==> src/rtl/i2c_pkg.sv <==
// Shared I2C definitions used by both the target and the master.
package i2c_pkg;

  typedef enum logic [2:0] {
    ST_IDLE,
    ST_ADDR,
    ST_ACK_ADDR,
    ST_REG,
    ST_ACK_REG,
    ST_DATA,
    ST_ACK_DATA,
    ST_WAIT_STOP
  } i2c_state_e;

  localparam logic I2C_WRITE = 1'b0;
  localparam logic I2C_READ  = 1'b1;

  // True when an address byte selects device dev for a write.
  function automatic logic addr_hit(input logic [7:0] addr_byte, input logic [6:0] dev);
    return (addr_byte[7:1] == dev) && (addr_byte[0] == I2C_WRITE);
  endfunction

endpackage

==> src/rtl/i2c_bus_sync.sv <==
// Synchronizer for one asynchronous bus line, plus a delayed copy for edge detection.
module i2c_bus_sync #(
  parameter int SYNC_STAGES = 2
) (
  input  logic clk_i,
  input  logic reset_i,
  input  logic line_i,
  output logic line_o,
  output logic rise_o,
  output logic fall_o
);

  localparam int STAGES = (SYNC_STAGES < 2) ? 2 : SYNC_STAGES;

  logic [STAGES-1:0] sync_q;
  logic              prev_q;

  // Reset to 1 so an idle bus does not look like an edge after reset.
  always_ff @(posedge clk_i or posedge reset_i) begin
    if (reset_i) begin
      sync_q <= '1;
      prev_q <= 1'b1;
    end else begin
      sync_q <= {sync_q[STAGES-2:0], line_i};
      prev_q <= sync_q[STAGES-1];
    end
  end

  assign line_o = sync_q[STAGES-1];
  assign rise_o = line_o & ~prev_q;
  assign fall_o = ~line_o & prev_q;

endmodule

==> src/rtl/i2c_target.sv <==
// Write-only I2C target: captures one register address/data pair per transfer.
//
// state        | meaning
// ST_IDLE      | bus free, waiting for START
// ST_ADDR      | shifting in the address/RW byte
// ST_ACK_ADDR  | driving ACK for a matching write address
// ST_REG       | shifting in the register address byte
// ST_ACK_REG   | driving ACK for the register byte
// ST_DATA      | shifting in the data byte
// ST_ACK_DATA  | driving ACK for the data byte
// ST_WAIT_STOP | not selected or transfer done; NACK everything until STOP/START
module i2c_target
  import i2c_pkg::*;
#(
  parameter logic [6:0] DEVICE_ADDR = 7'h21,
  parameter int         SYNC_STAGES = 2
) (
  input  logic       clk_i,
  input  logic       reset_i,
  input  logic       scl_i,
  input  logic       sda_i,
  output logic       sda_oe_o,
  output logic [7:0] reg_addr_o,
  output logic [7:0] reg_data_o,
  output logic       wr_valid_o,
  output logic       busy_o,
  output logic       error_o
);

  logic scl_lvl, scl_rise, scl_fall;
  logic sda_lvl, sda_rise, sda_fall;

  i2c_bus_sync #(.SYNC_STAGES(SYNC_STAGES)) u_scl_sync (
    .clk_i   (clk_i),
    .reset_i (reset_i),
    .line_i  (scl_i),
    .line_o  (scl_lvl),
    .rise_o  (scl_rise),
    .fall_o  (scl_fall)
  );

  i2c_bus_sync #(.SYNC_STAGES(SYNC_STAGES)) u_sda_sync (
    .clk_i   (clk_i),
    .reset_i (reset_i),
    .line_i  (sda_i),
    .line_o  (sda_lvl),
    .rise_o  (sda_rise),
    .fall_o  (sda_fall)
  );

  i2c_state_e state_q, state_d;
  logic [2:0] bit_cnt_q, bit_cnt_d;
  logic [6:0] shift_q, shift_d;
  logic [7:0] reg_ptr_q, reg_ptr_d;
  logic [7:0] reg_addr_q, reg_addr_d;
  logic [7:0] reg_data_q, reg_data_d;
  logic       sda_oe_q, sda_oe_d;
  logic       wr_valid_q, wr_valid_d;
  logic       error_q, error_d;

  logic       start_det, stop_det, partial_byte, last_bit;
  logic [7:0] byte_in;

  assign start_det    = sda_fall & scl_lvl;
  assign stop_det     = sda_rise & scl_lvl;
  assign partial_byte = (state_q inside {ST_ADDR, ST_REG, ST_DATA}) && (bit_cnt_q != 3'd0);
  assign byte_in      = {shift_q, sda_lvl};
  assign last_bit     = (bit_cnt_q == 3'd7);

  always_comb begin
    state_d    = state_q;
    bit_cnt_d  = bit_cnt_q;
    shift_d    = shift_q;
    reg_ptr_d  = reg_ptr_q;
    reg_addr_d = reg_addr_q;
    reg_data_d = reg_data_q;
    sda_oe_d   = sda_oe_q;
    wr_valid_d = 1'b0;
    error_d    = 1'b0;

    // Bus conditions win over any bit sampled in the same cycle.
    if (start_det) begin
      state_d   = ST_ADDR;
      bit_cnt_d = 3'd0;
      sda_oe_d  = 1'b0;
      error_d   = partial_byte;
    end else if (stop_det) begin
      state_d   = ST_IDLE;
      bit_cnt_d = 3'd0;
      sda_oe_d  = 1'b0;
      error_d   = partial_byte;
    end else begin
      unique case (state_q)
        ST_ADDR, ST_REG, ST_DATA: begin
          if (scl_rise) begin
            shift_d   = byte_in[6:0];
            bit_cnt_d = bit_cnt_q + 3'd1;
            if (last_bit) begin
              unique case (state_q)
                ST_ADDR: state_d = addr_hit(byte_in, DEVICE_ADDR) ? ST_ACK_ADDR : ST_WAIT_STOP;
                ST_REG: begin
                  reg_ptr_d = byte_in;
                  state_d   = ST_ACK_REG;
                end
                default: begin
                  reg_addr_d = reg_ptr_q;
                  reg_data_d = byte_in;
                  wr_valid_d = 1'b1;
                  state_d    = ST_ACK_DATA;
                end
              endcase
            end
          end
        end

        // First SCL fall after the 8th bit starts driving ACK, the second ends it.
        ST_ACK_ADDR, ST_ACK_REG, ST_ACK_DATA: begin
          if (scl_fall) begin
            if (!sda_oe_q) begin
              sda_oe_d = 1'b1;
            end else begin
              sda_oe_d = 1'b0;
              unique case (state_q)
                ST_ACK_ADDR: state_d = ST_REG;
                ST_ACK_REG:  state_d = ST_DATA;
                default:     state_d = ST_WAIT_STOP;
              endcase
            end
          end
        end

        ST_WAIT_STOP: sda_oe_d = 1'b0;

        default: begin
          state_d   = ST_IDLE;
          bit_cnt_d = 3'd0;
          sda_oe_d  = 1'b0;
        end
      endcase
    end
  end

  always_ff @(posedge clk_i or posedge reset_i) begin
    if (reset_i) begin
      state_q    <= ST_IDLE;
      bit_cnt_q  <= 3'd0;
      shift_q    <= 7'h00;
      reg_ptr_q  <= 8'h00;
      reg_addr_q <= 8'h00;
      reg_data_q <= 8'h00;
      sda_oe_q   <= 1'b0;
      wr_valid_q <= 1'b0;
      error_q    <= 1'b0;
    end else begin
      state_q    <= state_d;
      bit_cnt_q  <= bit_cnt_d;
      shift_q    <= shift_d;
      reg_ptr_q  <= reg_ptr_d;
      reg_addr_q <= reg_addr_d;
      reg_data_q <= reg_data_d;
      sda_oe_q   <= sda_oe_d;
      wr_valid_q <= wr_valid_d;
      error_q    <= error_d;
    end
  end

  assign sda_oe_o   = sda_oe_q;
  assign reg_addr_o = reg_addr_q;
  assign reg_data_o = reg_data_q;
  assign wr_valid_o = wr_valid_q;
  assign error_o    = error_q;
  assign busy_o     = (state_q != ST_IDLE);

endmodule

==> config.mk <==
export PLATFORM = sky130hd
export DESIGN_NAME = i2c_target
export DESIGN_NICKNAME = d
export VERILOG_FILES = /design/src/rtl/i2c_pkg.sv /design/src/rtl/i2c_bus_sync.sv /design/src/rtl/i2c_target.sv
export SDC_FILE = /design/constraint.sdc
export NUM_CORES = 1
export LEC_CHECK = 0
export ABC_AREA = 1
export BUFFER_PORTS_ARGS = -buffer_cell sky130_fd_sc_hd__buf_2
export CAP_MARGIN = 20
export CELL_PAD_IN_SITES_DETAIL_PLACEMENT = 2
export CELL_PAD_IN_SITES_GLOBAL_PLACEMENT = 2
export CORE_MARGIN = 10
export CORE_UTILIZATION = 36
export CTS_BUF_LIST = sky130_fd_sc_hd__clkbuf_4
export DETAILED_ROUTE_END_ITERATION = 10
export PLACE_DENSITY_LB_ADDON = 0.1
export SLEW_MARGIN = 10
export SYNTH_ARGS = -nofsm -noshare
export SYNTH_HDL_FRONTEND = slang
export SYNTH_SLANG_ARGS = --single-unit
==> constraint.sdc <==
create_clock -name clk_i -period 1.7 [get_ports clk_i]
set_input_delay 0.085 -clock clk_i [delete_from_list [all_inputs] [get_ports clk_i]]
set_output_delay 0.085 -clock clk_i [all_outputs]
set_load 0.05 [all_outputs]
==> impl_results.md, run 1 <==
* Global placer's final weighted congestion at 0.783
* H-Tree Depth at 2
* Worst setup SP type: flop
* Cell family with most CP delay: flip-flops
* Syn Area/Cell at around 8.5 um^2
* Num rows at 27
* Antenna violations before repair at 0
* Core area at ~0.0056 mm^2
* Post-Synth Adder-Cell Area at 0.0413
* First-pass GRT wire length at about 9000 um
* Die Span Y at 96.8 um
* Reg2reg end: reg_addr_o[7]$_DFFE_PP0P_
* CP cell instances: nand2_1 > nor2_4 > inv_2 > nor3_4 > buf_12 > clkbuf_16 > nand2_1 > o21ai_1
* Iter 0 DRT Violations at 56
* I/O Buffers at 23
* Clock share of power at 0.157
* Largest family of logic cells by synthesized area: simple AND/OR/NAND/NOR gates
* Number of cells on the critical path at 8
* Fin worst setup slack at -0.144 ns
* Cells after Synth at between 200 and 300
* Max_cap viols at 0
* Placed cell count at 349
* Layout Nets at 316
* Synthesized cell area at around 0.0021 mm^2
* Buf/Inv on CP at 3
* Fin crit share at 1.08
* Seq pwr share at 0.388
* GRT Residual Overflow at 0
* Sequential element share of the synthesized area at 0.546
* Initial Util at 0.378
* Pre-CTS setup slack at -0.00868 ns
* Post-layout instance area at roughly 0.0028 mm^2
* Status: finished, violations left
* Worst r2r src: u_scl_sync.sync_q[1]$_DFF_PP1_
* Slowest-stage cell, CP: dfstp_2
* Failing checks: negative setup slack
* DP HPWL at 3730 um
* Fraction of layout cells with a size suffix above 1 at 0.350
* Top cell type's share of synthesized area at 0.472
* Most common cell after layout, fill and taps aside: nand2_1
* CTS Buf Count at 5
* Final hold viol count at 0
* Worst hold stages at 2
* Critical Path AT at about 2.1 ns
* Most frequent cell on the critical path: nand2_1
* Peak supply drop at approximately 540 uV
* Total GRT Usage at 0.112
* RSZ-0062 raised after global routing: yes
* # IOs at 24
* Root buffer cell: clkbuf_4
* Critical Path RT at 1.99 ns
* FMAX at ~540 MHz
* Reg-to-reg slack, setup at -0.14 ns
* CP max stage delay at about 0.66 ns
* Hold Crit Class: input port to flop
* Top post-synthesis cells by area: dfrtp_1 (47%), nand2_1 (14%), dfstp_2 (7.4%), inv_1 (6.9%), o21ai_1 (5.0%)
* ANT cells at 0
* Compound-Gate Fraction of Synth Area at 0.0991
* Chip Width at slightly below 100 um
* Slew Viols, Final at 0
* Yosys top cell by area: dfrtp_1
* Crit path capture type: flop
* Hold path startpoint: scl_i
* Reg clk slew, reported paths at around 0.15 ns
* CTS tree: done
* Detail Route Antenna Nets at 0
* Post-synthesis cell type count at 21
* Leakage at about 1.4 nW
* Final Non-Filler Cells at around 380
* Synth Area in XOR/XNOR at 0
* Remaining routing DRC violations at 0
* Power per cell area at roughly 1300 mW/mm^2
* Clk_lat worst skew at roughly 0.36 ns
* Clock Path Buffers at 2
* Hold endpoint: u_scl_sync.sync_q[0]$_DFF_PP1_
* Most frequent cells in the layout: nand2_1 (67), dfrtp_1 (40), inv_1 (33)
* Routed WL at 6850 um
* Area post-placement at ~0.0024 mm^2
* Vias at between 1500 and 2000
* Synth warn at 0
* Post-route minimum period at approximately 1.8 ns
* Critical path class: flop to flop
* Vias per cell at ~4.8
* Mux contribution to synthesized area at 0
* Switching Fraction at 0.441
* Peak fanout along the critical path at 8
* Measured slew at the worst slew-check pin at between 0.5 and 0.6 ns
* Pre-antenna DRT Iters at 4
* Pint at a little under 2 mW
* # clock sinks at 46
* Yosys reg bits at 46
* Area delta synth->final at 32.0%
* Vias in the first global route at ~1800
* Routed wire per std cell at approximately 18 um
* Clock Skew at between 0.01 and 0.015 ns
* Largest net degree at the start of global routing at 47
* NetSw at roughly 1.6 mW
* Synth Area in Simple Gates at 0.216
* Slew HR at 0.614
* Synthesized net count at around 260
* Setup violators final at 24
* Die ar. at 0.00937 mm^2
* Combinational group share of total power at 0.456
* Reg2Reg Depth at 8
repair_timing:
action | 4_1_cts | 5_1_grt
gates cloned | 0 | 2
buffers inserted | 1 | 15
pin swaps | 0 | 10
setup endpoints to repair | 17 | 38
hold endpoints to repair | 42 | 0
hold buffers | 3 | 0
gates resized for setup | 3 | 47
worst max-delay path by stage:
| stage | start | end | slack, ns |
|---|---|---|---|
| floorplan | u_sda_sync.sync_q[1]$_DFF_PP1_ | reg_addr_o[0]$_DFFE_PP0P_ | 0.15 |
| detailed placement | state_q[0]$_DFFE_PP0P_ | bit_cnt_q[1]$_DFFE_PP0P_ | -0.009 |
| global route | u_scl_sync.sync_q[1]$_DFF_PP1_ | reg_addr_o[7]$_DFFE_PP0P_ | -0.25 |
| CTS | u_sda_sync.sync_q[1]$_DFF_PP1_ | shift_q[1]$_DFFE_PP0P_ | -0.005 |
| finish | u_scl_sync.sync_q[1]$_DFF_PP1_ | reg_addr_o[7]$_DFFE_PP0P_ | -0.14 |
| global placement | state_q[1]$_DFFE_PP0P_ | state_q[0]$_DFFE_PP0P_ | 0.03 |
power groups by stage:
| stage | clock network [mW] | registers, mW | logic (mW) |
|---|---|---|---|
| finish | 0.557 | 1.38 | 1.62 |
| CTS | 0.564 | 1.36 | 1.28 |
| detailed placement | 0 | 1.38 | 1.22 |
| global route | 0.627 | 1.40 | 1.80 |
| floorplan | 0 | 1.40 | 0.794 |
| global placement | 0 | 1.38 | 1.20 |
stage by stage:
stage / power (mW) / util / hold slack (ns) / TNS [ns]
after floorplan: 2.20 / - / 0.0895 / 0
after global placement: 2.57 / 0.422 / 0.190 / 0
after detailed placement: 2.60 / 0.422 / 0.192 / -0.00868
after CTS: 3.20 / 0.440 / 0.342 / -0.0133
after global routing: 3.83 / 0.500 / 0.334 / -4.73
final: 3.55 / 0.500 / 0.348 / -1.45
layer usage:
metal	vias to the layer above	wire, um	global-route usage
li1	872	-	-
met1	923	3110	0.149
met2	26	3540	0.175
met3	7	120	0.0277
met4	0	76	0.0304
met5	-	0	0
layout make-up:
type                            count  area (um^2)
Clock inverter                      2         12.5
Sequential cell                    46         1160
Multi-Input combinational cell    156          906
Clock buffer                        6         45.0
Inverter                           43          169
Tap cell                           72         90.1
Timing Repair Buffer               53          420
Fill cell                         628         2810
Yosys cell counts (all sizes together):
library cell / n
nand3: 5
nand4: 1
nand2: 82
buf: 5
o21ai: 40
dfstp: 6
a21oi: 2
ha: 7
or2: 3
nor2: 15
dfrtp: 40
inv: 43
nor3: 1
logic make-up (layout without fill, tap and decap cells):
kind of cell	count (synthesis)	in the layout
and+or+nand+nor	107	107
DFF	46	46
buffers and inverters	48	104
AOI/OAI and AO/OA	42	42
adders and majority gates	7	7
sequential cells by signal (all words and copies together), names as in the netlist:
register and cells:
u_scl_sync.prev_q 1, u_sda_sync.prev_q 1, shift_q 7, u_sda_sync.sync_q 2, state_q 3, reg_data_o 8
wr_valid_o 1, bit_cnt_q 3, reg_ptr_q 8, sda_oe_o 1, error_o 1, u_scl_sync.sync_q 2
reg_addr_o 8
(Power assumes the default switching activity.)
==> run 2: changes to the inputs <==
--- a/config.mk
+++ b/config.mk
@@ -11,7 +11,7 @@
 export CELL_PAD_IN_SITES_DETAIL_PLACEMENT = 2
 export CELL_PAD_IN_SITES_GLOBAL_PLACEMENT = 2
 export CORE_MARGIN = 10
-export CORE_UTILIZATION = 36
+export CORE_UTILIZATION = 39
 export CTS_BUF_LIST = sky130_fd_sc_hd__clkbuf_4
 export DETAILED_ROUTE_END_ITERATION = 10
 export PLACE_DENSITY_LB_ADDON = 0.1
==> constraint.sdc (replaced) <==
create_clock -name clk_i -period 2.4 [get_ports clk_i]
set_input_delay 0.12 -clock clk_i [delete_from_list [all_inputs] [get_ports clk_i]]
set_output_delay 0.12 -clock clk_i [all_outputs]
set_load 0.05 [all_outputs]
==> run 2 against run 1 <==
  * The flow now finishes without violations
  * Global-route usage grew 2.3 points
  * Final cell count is 7.7% lower
  * Non-clock buffer count fell by 26
  * Clock-buffer cell count did not move
  * Critical path type unchanged
  * Combinational power shrank 49%
  * Die area down 6.1%
  * Largest power group is now registers
  * Maximum frequency is 3.3% lower
  * Via count is 11% lower
  * Sequential cell count is the same
==> impl_results.md, run 2 (synthesis gave the netlist of run 1 again) <==
* Total GRT Usage at 0.135
* Routed WL at about 5300 um
* Max_cap viols at 0
* Setup TNS at 0 ns
* Slowest-stage cell, CP: dfrtp_1
* Vias in the first global route at 1858
* Detail Route Antenna Nets at 0
* Remaining routing DRC violations at 0
* Multi-input logic area at between 700 and 800 um^2
* Worst setup SP type: flop
* Layout Nets at 290
* Routed wire per std cell at between 15 and 20 um
* Slew HR at 0.368
* # clock sinks at 46
* Clock Skew at 0.00820 ns
* Fin crit share at 0.794
* Vias per cell at between 4 and 5
* Reg clk slew, reported paths at ~0.13 ns
* CP cell instances: ha_1 > nand2_1 > nand2_1 > nand2_2 > nor3_4 > buf_4 > nand2_1 > o21ai_0
* Die ar. at a little under 0.009 mm^2
* Vias at about 1600
* CTS Buf Count at 5
* RSZ-0062 raised after global routing: no
* First-pass GRT wire length at just over 9000 um
* Fraction of layout cells with a size suffix above 1 at 0.190
* Critical path class: flop to flop
* Clock Path Buffers at 2
* Global placer's final weighted congestion at 0.747
* Final hold viol count at 0
* Area delta synth->final at 11.8%
* CP max stage delay at about 0.43 ns
* Post-route minimum period at around 1.9 ns
* Slew Viols, Final at 0
* Most frequent cell on the critical path: nand2_1
* Leakage at roughly 1.2 nW
* Iter 0 DRT Violations at between 50 and 60
* Power per cell area at about 900 mW/mm^2
* DP HPWL at around 4000 um
* Largest net degree at the start of global routing at 47
* Hold Buf Count CTS at 3
* FMAX at about 520 MHz
* Core area at roughly 0.0052 mm^2
* Hold Crit Class: flop to flop
* Fin worst setup slack at 0.493 ns
* Peak fanout along the critical path at 33
* Measured slew at the worst slew-check pin at approximately 0.95 ns
* Most common cell after layout, fill and taps aside: nand2_1
* Pre-antenna DRT Iters at 4
* Setup violators final at 0
* CTS tree: done
* Critical Path AT at around 2.2 ns
* Fill count at 609
* GRT Residual Overflow at 0
* Post-layout instance area at 0.00237 mm^2
* Reg area at around 0.0012 mm^2
* I/O Buffers at 23
* Root buffer cell: clkbuf_4
* Crit path capture type: flop
* Total chip power at 2.16 mW
* Critical Path RT at 2.67 ns
* Clk_lat worst skew at around 0.35 ns
* Num rows at 26
* Status: completed
* Peak supply drop at about 360 uV
* Pre-CTS setup slack at approximately 0.50 ns
* ANT cells at 0
* Initial Util at 0.408
* Die Span Y at ~94 um
* H-Tree Depth at 2
* Antenna violations before repair at 0
* Post-CTS Setup Inserts at 0
* # IOs at 24
* Chip Width at 93.8 um
* Post-CTS resize count at 0
* Most frequent cells in the layout: nand2_1 (80), dfrtp_1 (40), inv_1 (38)
* Area post-placement at 0.00229 mm^2
run 2: changes by cell type in the layout (fill, tap and decap cells not counted), moves of 5 or more:
cell,before,now
o21ai_0,13,19
buf_4,22,1
inv_1,33,38
inv_2,9,4
nand2_4,6,0
nand2_1,67,80
nand2_2,8,2
run 2: metrics by stage:
stage / std cells / util / hold WS (ns)
after floorplan: 250 / - / 0.124
after global placement: 339 / 0.440 / 0.225
after detailed placement: 339 / 0.440 / 0.227
after CTS: 349 / 0.456 / 0.366
after global routing: 349 / 0.456 / 0.374
final: 349 / 0.456 / 0.364
run 2: per-layer routing:
| metal | vias to the layer above | track usage | share of wire | wire [um] |
|---|---|---|---|---|
| li1 | 820 | - | - | - |
| met4 | 0 | 0.0380 | 0.010 | 55 |
| met1 | 786 | 0.164 | 0.46 | 2420 |
| met2 | 21 | 0.227 | 0.50 | 2650 |
| met3 | 5 | 0.0368 | 0.036 | 190 |
| met5 | - | 0 | 0 | 0 |
run 2: where the power goes:
group / switching [mW] / internal (mW) / total, mW
registers: 0.100 / 0.874 / 0.974
clock network: 0.243 / 0.121 / 0.364
logic: 0.584 / 0.235 / 0.819
total: 0.927 / 1.23 / 2.16
run 2: path summary, 6_finish.rpt:
check | start | slack [ns] | cells after the start | to
hold / removal | u_scl_sync.sync_q[0]$_DFF_PP1_ | 0.36 | 0 | u_scl_sync.sync_q[1]$_DFF_PP1_
max in group asynchronous | reset_i | 1.27 | 3 | state_q[2]$_DFFE_PP0P_
hold reg to reg | u_scl_sync.sync_q[0]$_DFF_PP1_ | 0.36 | 0 | u_scl_sync.sync_q[1]$_DFF_PP1_
setup reg to reg | state_q[1]$_DFFE_PP0P_ | 0.49 | 8 | reg_addr_o[6]$_DFFE_PP0P_
setup / recovery | state_q[1]$_DFFE_PP0P_ | 0.49 | 8 | reg_addr_o[6]$_DFFE_PP0P_
min in group asynchronous | reset_i | 0.54 | 3 | reg_data_o[5]$_DFFE_PP0P_
run 2: critical path: cells and delay by family, from the launching register on:
family | cells | cell delay (ns)
AO/OA/AOI/OAI | 1 | 0.09
adder cells (fa/ha/maj) | 1 | 0.25
buffers and inverters | 1 | 0.32
flip-flops | 1 | 0.43
AND/OR/NAND/NOR | 5 | 0.72
run 2: final cells by class:
class                   count  area share
multi-input cells         156       0.319
flip-flops and latches     46       0.488
inverters                  43      0.0691
clock inverters             1     0.00316
well taps                  70      0.0369
clock buffers               6      0.0190
repair buffers             27      0.0643
